`src/rtl/nop_pkg.sv`:
```
// Shared types and constants for the NOP-injection hazard controller.
// Holds RV32 opcode values, the bubble encoding, the history entry and the FSM state type.
package nop_pkg;

    localparam logic [31:0] NOP_INSTR_DEFAULT = 32'h00000013;

    localparam logic [6:0] OPC_OP     = 7'b0110011;
    localparam logic [6:0] OPC_OP_IMM = 7'b0010011;
    localparam logic [6:0] OPC_LOAD   = 7'b0000011;
    localparam logic [6:0] OPC_STORE  = 7'b0100011;
    localparam logic [6:0] OPC_BRANCH = 7'b1100011;
    localparam logic [6:0] OPC_JALR   = 7'b1100111;
    localparam logic [6:0] OPC_JAL    = 7'b1101111;
    localparam logic [6:0] OPC_LUI    = 7'b0110111;
    localparam logic [6:0] OPC_AUIPC  = 7'b0010111;

    typedef struct packed {
        logic       wen;
        logic [4:0] rd;
    } hist_entry_t;

    typedef enum logic {
        PASS   = 1'b0,
        INJECT = 1'b1
    } state_t;

    // Writes to x0 are discarded, so they never count as producers.
    function automatic hist_entry_t dest_of(input logic [6:0] opcode, input logic [4:0] rd);
        hist_entry_t e;
        e.rd = rd;
        case (opcode)
            OPC_OP, OPC_OP_IMM, OPC_LOAD, OPC_LUI,
            OPC_AUIPC, OPC_JAL, OPC_JALR: e.wen = (rd != 5'd0);
            default:                      e.wen = 1'b0;
        endcase
        return e;
    endfunction

endpackage

```
`src/rtl/nop_hazard_detect.sv`:
```
// Combinational RAW check of a fetched instruction's sources against the issue history.
// Produces the number of bubbles still required before the instruction may issue.
module nop_hazard_detect
    import nop_pkg::*;
#(
    parameter int HAZ_WINDOW = 3,
    parameter int CW         = $clog2(HAZ_WINDOW + 1)
) (
    input  logic [6:0]  opcode,
    input  logic [4:0]  rs1,
    input  logic [4:0]  rs2,
    input  hist_entry_t hist [HAZ_WINDOW],
    output logic [CW-1:0] need
);

    logic useRs1;
    logic useRs2;

    always_comb begin
        useRs1 = 1'b0;
        useRs2 = 1'b0;
        case (opcode)
            OPC_OP, OPC_STORE, OPC_BRANCH: begin
                useRs1 = 1'b1;
                useRs2 = 1'b1;
            end
            OPC_OP_IMM, OPC_LOAD, OPC_JALR: useRs1 = 1'b1;
            default: ;
        endcase
    end

    // Walk oldest to newest so the nearest producer determines the bubble count.
    always_comb begin
        need = '0;
        for (int i = HAZ_WINDOW - 1; i >= 0; i--) begin
            if (hist[i].wen && ((useRs1 && hist[i].rd == rs1) || (useRs2 && hist[i].rd == rs2)))
                need = CW'(HAZ_WINDOW - i);
        end
    end

endmodule

```
`src/rtl/nop_inject_ctrl.sv`:
```
// Issue-side hazard controller: stalls fetch and emits ADDI x0,x0,0 bubbles on RAW hazards.
// Define NOP_STATS_EN to add the saturating nop_total counter port.
module nop_inject_ctrl
    import nop_pkg::*;
#(
    parameter int          HAZ_WINDOW = 3,
    parameter logic [31:0] NOP_INSTR  = NOP_INSTR_DEFAULT
) (
    input  logic        clock,
    input  logic        reset,
    input  logic        in_valid,
    input  logic [31:0] in_instr,
    output logic        in_ready,
    output logic        out_valid,
    output logic [31:0] out_instr,
    input  logic        out_ready,
    output logic        nop_active
`ifdef NOP_STATS_EN
    ,
    output logic [15:0] nop_total
`endif
);

    localparam int CW = $clog2(HAZ_WINDOW + 1);
    localparam logic [CW-1:0] ONE = CW'(1);

    state_t          state;
    logic [CW-1:0]   cnt;
    logic [CW-1:0]   need;
    hist_entry_t     hist [HAZ_WINDOW];
    logic            outIsNop;
    logic            adv;
    logic            emitNop;

    nop_hazard_detect #(
        .HAZ_WINDOW(HAZ_WINDOW),
        .CW        (CW)
    ) u_detect (
        .opcode(in_instr[6:0]),
        .rs1   (in_instr[19:15]),
        .rs2   (in_instr[24:20]),
        .hist  (hist),
        .need  (need)
    );

    assign adv        = !out_valid || out_ready;
    assign in_ready   = !reset && adv && (state == PASS) && in_valid && (need == '0);
    assign emitNop    = !reset && adv && ((state == INJECT) || (in_valid && need != '0));
    assign nop_active = (state == INJECT) || (out_valid && outIsNop);

    // The history shifts once per advancing slot; only a real issued instruction pushes a producer.
    always_ff @(posedge clock) begin
        if (reset) begin
            state     <= PASS;
            cnt       <= '0;
            out_valid <= 1'b0;
            out_instr <= NOP_INSTR;
            outIsNop  <= 1'b0;
            for (int i = 0; i < HAZ_WINDOW; i++)
                hist[i] <= '0;
        end else if (adv) begin
            for (int i = HAZ_WINDOW - 1; i > 0; i--)
                hist[i] <= hist[i-1];
            hist[0] <= '0;
            case (state)
                PASS: begin
                    if (in_valid && need == '0) begin
                        out_instr <= in_instr;
                        out_valid <= 1'b1;
                        outIsNop  <= 1'b0;
                        hist[0]   <= dest_of(in_instr[6:0], in_instr[11:7]);
                    end else if (in_valid) begin
                        out_instr <= NOP_INSTR;
                        out_valid <= 1'b1;
                        outIsNop  <= 1'b1;
                        cnt       <= need - ONE;
                        state     <= (need > ONE) ? INJECT : PASS;
                    end else begin
                        out_valid <= 1'b0;
                        outIsNop  <= 1'b0;
                    end
                end
                INJECT: begin
                    out_instr <= NOP_INSTR;
                    out_valid <= 1'b1;
                    outIsNop  <= 1'b1;
                    cnt       <= cnt - ONE;
                    if (cnt == ONE)
                        state <= PASS;
                end
                default: state <= PASS;
            endcase
        end
    end

`ifdef NOP_STATS_EN
    // Counts every emitted bubble and sticks at all-ones.
    always_ff @(posedge clock) begin
        if (reset)
            nop_total <= '0;
        else if (emitNop && nop_total != 16'hFFFF)
            nop_total <= nop_total + 16'd1;
    end
`else
    logic unusedEmit;
    assign unusedEmit = emitNop;
`endif

endmodule
```
`config.mk`:
```
export PLATFORM = sky130hd
export DESIGN_NAME = nop_inject_ctrl
export DESIGN_NICKNAME = d
export VERILOG_FILES = /design/src/rtl/nop_pkg.sv /design/src/rtl/nop_hazard_detect.sv /design/src/rtl/nop_inject_ctrl.sv
export SDC_FILE = /design/constraint.sdc
export NUM_CORES = 1
export LEC_CHECK = 0
export CORE_MARGIN = 2
export CORE_UTILIZATION = 40
export DETAILED_ROUTE_END_ITERATION = 8
export PLACE_DENSITY = 0.69
export SLEW_MARGIN = 10
export SYNTH_ARGS = -nofsm -noshare
export SYNTH_HDL_FRONTEND = slang
export SYNTH_SLANG_ARGS = --single-unit
```
`constraint.sdc`:
```
create_clock -name clock -period 6.9 [get_ports clock]
set_input_delay 1.035 -clock clock [delete_from_list [all_inputs] [get_ports clock]]
set_output_delay 1.035 -clock clock [all_outputs]
set_load 0.02 [all_outputs]
```
[Yosys cells after proc, flatten, opt, wreduce, memory -nomap -nowiden]
Index checks and enable logic that the tools add are counted.
Cells by class
  reductions and logical operators: 29
  bitwise operators: 1
  eq/ne operators: 19
  $add $sub $neg: 2
  $lt $le $gt $ge: 1
  mux-type cells: 24
Operator list (number)
  $mux W32: 2
  $pmux W32 S2: 1
  $eq A5 B5 Y1: 6
  $eq A7 B6 Y1 const B: 3
  $eq A7 B7 Y1 const B: 3
  $logic_and A1 B1 Y1: 15
  $eq A7 B5 Y1 const B: 2
  $mux W6: 2
  $mux W1: 11
  $mux W2: 4
  $eq A7 B2 Y1 const B: 1
  $reduce_or A7 Y1: 1
  $pmux W1 S2: 3
  $reduce_or A6 Y1: 1
  $logic_or A1 B1 Y1: 5
  $reduce_bool A5 Y1: 1
  $ne A2 B2 Y1 const B: 2
  $pmux W2 S2: 1
  $sub A2 B1 Y2 const B: 2
  $ne A3 B2 Y1 const B: 1
  $reduce_and A3 Y1: 1
  $reduce_or A3 Y1: 1
  $eq A2 B1 Y1 const B: 1
  $gt A2 B1 Y1 const B: 1
  other kinds (4): 5
Storage, ports and cells
  word-level logic and storage cells: 87
  output and inout bits: 35
  register bits after elaboration: 55

[Logic depth before layout (Yosys ltp)]
  depth in word-level cells: 14
  mapped depth: 11

[Hierarchy]
A second synthesis with hierarchy kept.
Unflattened totals
  cells, all modules: 253
  area, all modules: 2376.0 um^2
By module, submodules not included
  nop_inject_ctrl: area an instance 1951.9 um^2, cells an instance 199, times used 1, sequential area each 1101.1 um^2
  nop_hazard_detect: area an instance 424.2 um^2, cells an instance 54, times used 1, sequential area each 0.0 um^2

[Worst setup path before layout]
OpenSTA, ideal clock, no wires.
  kind: in2out
  from: input port in_instr[5]
  to: output port in_ready
  path slack: 2779 ps
  cell stages on the path: 10
  buffers on the path: 1
  arrival time: 3086 ps
  required time: 5865 ps
  cells stage by stage: and3b_1 o21ai_0 and4b_1 nor2_1 a21boi_0 ha_1 nor2b_1 nand3_1 nor2_1 buf_2
On the way
  word-level cells in the longest chain between the ends: 11
  elaborated cells on any way between the ends: 27
  classes of those cells: eq/ne (6); mux (5); reduce/logical (16)
RTL lines
  from (decl): RTL line nop_inject_ctrl.sv:12  | input logic [31:0] in_instr,
  $eq A7 B5 Y1 (tied with other cells): RTL line nop_hazard_detect.sv:22  | case (opcode)
  $reduce_or A6 Y1 (no line) / $reduce_or A3 Y1 (equally long branches)
  $mux W1: RTL line nop_hazard_detect.sv:22
  $logic_and A1 B1 Y1: RTL line nop_hazard_detect.sv:36  | if (hist[i].wen && ((useRs1 && hist[i].rd == rs1) || (useRs2 && hist[i].rd == rs2)))
  $logic_or A1 B1 Y1: RTL line nop_hazard_detect.sv:36
  $logic_and A1 B1 Y1: RTL line nop_hazard_detect.sv:36
  $mux W1: RTL line nop_hazard_detect.sv:36
  $mux W2: RTL line nop_hazard_detect.sv:36
  $mux W2 *: RTL line nop_hazard_detect.sv:36
  $logic_not A2 Y1 *: RTL line nop_inject_ctrl.sv:47  | assign in_ready = !reset && adv && (state == PASS) && in_valid && (need == '0);
  $logic_and A1 B1 Y1 *: RTL line nop_inject_ctrl.sv:47
  to (decl): RTL line nop_inject_ctrl.sv:13  | output logic in_ready,
Every way passes the cells marked *; elsewhere a longest branch is shown, timed or not.

[Worst setup path in the final report]
Same ends and word-level chain as after synthesis.

==> flow_metrics.env <==
export IMPL_synth_main_ff_cell="dfxtp_1"
export IMPL_whs_ps=459
export IMPL_hp_start="out_instr[11]"
export IMPL_fin_setup_tns_ps=0
export IMPL_place_area_sq_mm=0.00326
export IMPL_synth_edf_count=0
export IMPL_synth_cell_types=46
export IMPL_finalClockSkew_ps=7.11
export IMPL_cp_cell_sequence="clkdlybuf4s50_1 > and3b_1 > o21ai_0 > and4b_1 > nor2_1 > a21boi_0 > ha_1 > nor2b_1 > nand3_1 > nor2_2 > clkdlybuf4s50_1"
export IMPL_max_stage_delay_ps=630
export IMPL_critPathSlowestCell="clkdlybuf4s50_1"
export IMPL_clkLatencyLatePin_ps=310
export IMPL_worstRegToRegCells=11
export IMPL_synth_area_leaders="dfxtp_1 44%, a22o_1 8.5%, nand2_1 7.7%"
export IMPL_p_sw_mw=0.183
export IMPL_clk_pin_slew_worst_paths_ps=90
export IMPL_min_period_ps=5270
export IMPL_hp_class="reg2reg"
export IMPL_top_level_ports=71
export IMPL_synth_top_area_share_pct=44.4
export IMPL_cts_max_path_buffers=2
export IMPL_layout_setup_ws_ps=1630
export IMPL_routed_wl_mm=6.44
export IMPL_via_per_inst=5.38
export IMPL_tightest_slew_ps=690
export IMPL_firstDrtPassIters=4
export IMPL_p_total_mw=0.700
export IMPL_crit_top_cell="clkdlybuf4s50_1"
export IMPL_clock_sinks=55
export IMPL_mostFrequentLayoutCell="clkdlybuf4s50_1"
export IMPL_timing_fmax_mhz=190
export IMPL_antenna_found_initial=0
export IMPL_slew_viol_final=0
export IMPL_area_growth_pct=36.3
export IMPL_die_w_microns=82.7
export IMPL_slew_headroom_pct=54.0
export IMPL_root_buffer="clkbuf_8"
export IMPL_start_util_pct=41.6
export IMPL_detail_route_wl_per_cell_microns=15.3
export IMPL_ys_ff_latch=55
export IMPL_p_per_area_mw_per_mm2=207
export IMPL_rr_endpoint="out_instr[28]"
export IMPL_path_delay_family="simple AND/OR/NAND/NOR gates"
export IMPL_cts_hold_buf=0
export IMPL_utilization_pct=56.7
export IMPL_overflow=0
export IMPL_rrSetupSlack_ps=3980
export IMPL_critPathRequiredTime_ps=5860
export IMPL_rsz0062_at_grt="no"
export IMPL_path_class="in2out"
export IMPL_grt_pass1_wl_mm=10.4
export IMPL_ys_warn_count=0
export IMPL_io_buffers=70
export IMPL_ys_async_sr_fraction_pct=0
export IMPL_synth_area_leader_cell="dfxtp_1"
export IMPL_cts_buffers_inserted=5
export IMPL_drtAntennaViolNets=0
export IMPL_synth_net_count=313
export IMPL_die_h_microns=82.7
export IMPL_holdPathStages=2
export IMPL_cp_data_arrival_time_ps=4230
export IMPL_power_sequential_fraction_pct=49.6
export IMPL_path_buf_inv=2
export IMPL_final_nets=382
export IMPL_post_route_period_util_pct=76.3
export IMPL_ys_seq_area_share_pct=44.4
export IMPL_num_vias=2259
export IMPL_hold_path_endpoint="out_instr[11]"
export IMPL_fin_cells=420
export IMPL_p_comb_share_pct=18.1
export IMPL_die_area_sq_mm=0.00685
export IMPL_dp_cells=412
export IMPL_drcViolationCount=0
export IMPL_drt_iter0_drc=149
export IMPL_worst_setup_path_start_kind="input port"
export IMPL_antennaDiodeCount=0
export IMPL_seqCellArea_sq_mm=0.00110
export IMPL_sw_frac_of_total_pct=26.1
export IMPL_htreeDepth=2
export IMPL_syn_area_sq_mm=0.00248
export IMPL_routabilityCongestion=0.879
export IMPL_grt_pass1_vias=2128
export IMPL_final_area_sq_mm=0.00338
export IMPL_power_internal_mw=0.517
export IMPL_hpwl_mm=4.64
export IMPL_num_fill_cells=555
export IMPL_ctsResizeCount=0
export IMPL_synth_area_per_cell_sq_um=9.02
export IMPL_outcome="completed"
export IMPL_dp_slack_ps=1620
export IMPL_cellLeakagePower_nw=1.25
export IMPL_grtUsageTotal_pct=19.8
export IMPL_multi_input_area_sq_mm=0.00132
export IMPL_core_region_area_sq_mm=0.00596
export IMPL_postCtsSetupBuffers=0
export IMPL_hold_viol_final=0
export IMPL_peakVddDrop_v=0.000101
export IMPL_r2r_start="hist[4]"
export IMPL_endpoint_kind="output pin"
export IMPL_cap_violations=0
export IMPL_synthCells=275
export IMPL_final_cell_mix="70 x clkdlybuf4s50_1, 55 x dfxtp_1, 51 x nand2_1, 26 x a21oi_1, 24 x a22o_1"
export IMPL_grt_max_degree=35
export IMPL_finalSetupViolCount=0
export IMPL_layout_drive_gt1_share_pct=4.64
export IMPL_cts_tree="done"
export IMPL_rows=28
export IMPL_path_max_fanout=6
export IMPL_clockPowerShare_pct=32.3
## layer usage
layer	GRT usage (%)	routed length (microns)
met5	0	0
met4	4.92	97
met3	5.76	411
met2	31.1	2980
met1	26.8	2950
## worst reg2reg max path, delay by kind of cell, from the launching register on
kind                     cells  cell delay (ps)
AO/OA/AOI/OAI                3              570
flip-flops                   1              360
XOR/XNOR                     1              170
AND/OR/NAND/NOR              5             1220
adder cells (fa/ha/maj)      1              250
buffers and inverters        1              230
## flip-flops by register name, summed over array words and instances (netlist names)
register,cells
out_instr,32
hist,18
cnt,2
outIsNop,1
out_valid,1
state,1
## synthesized netlist by cell type (all sizes together) (2+ instances only)
cell	n
xnor2	18
nor2b	2
xor2	12
o22ai	4
and4b	4
nor4bb	2
nor2	14
a22o	24
dfxtp	55
buf	4
nand2	51
and3b	2
nor4	4
nand4	2
o32ai	2
o21ai	3
nor3b	2
a31oi	3
o2111ai	3
o211ai	2
nand3	3
or4	2
clkbuf	8
a21oi	26
and2	2
inv	3
nor3	2
ha	2
nand4b	2
## area by class of cell
cell class	count	area share, %
Clock buffer	6	2.44
Clock inverter	2	1.15
Inverter	3	0.333
Multi-Input combinational cell	205	39.1
Sequential cell	55	32.6
Tap cell	75	2.78
Timing Repair Buffer	74	21.6
## kinds of logic after synthesis
| logic type | Yosys count | synth area share (%) |
|---|---|---|
| buffers and inverters | 15 | 2.42 |
| DFF | 55 | 44.4 |
| and+or+nand+nor | 98 | 20.4 |
| xor gates and xnor gates | 30 | 10.6 |
| adders and majority gates | 2 | 1.01 |
| AOI/OAI and AO/OA | 75 | 21.2 |
## worst max-delay path by stage
| stage | depth (start not counted) | to | slack (ps) | from |
|---|---|---|---|---|
| finish | 11 | in_ready | 1630 | in_instr[5] |
| CTS | 11 | in_ready | 1620 | in_instr[5] |
| floorplan | 10 | in_ready | 2780 | in_instr[5] |
| global route | 11 | in_ready | 1330 | in_instr[5] |
| detailed placement | 11 | in_ready | 1620 | in_instr[5] |
| global placement | 11 | in_ready | 1720 | in_instr[5] |
## power groups by stage
| stage | sequential, mW | clock (mW) | combinational (mW) |
|---|---|---|---|
| floorplan | 0.366 | 0 | 0.0491 |
| global placement | 0.354 | 0 | 0.127 |
| detailed placement | 0.354 | 0 | 0.127 |
| CTS | 0.347 | 0.231 | 0.128 |
| global route | 0.349 | 0.241 | 0.138 |
| finish | 0.347 | 0.226 | 0.127 |
Power figures use the tool's default switching activity.
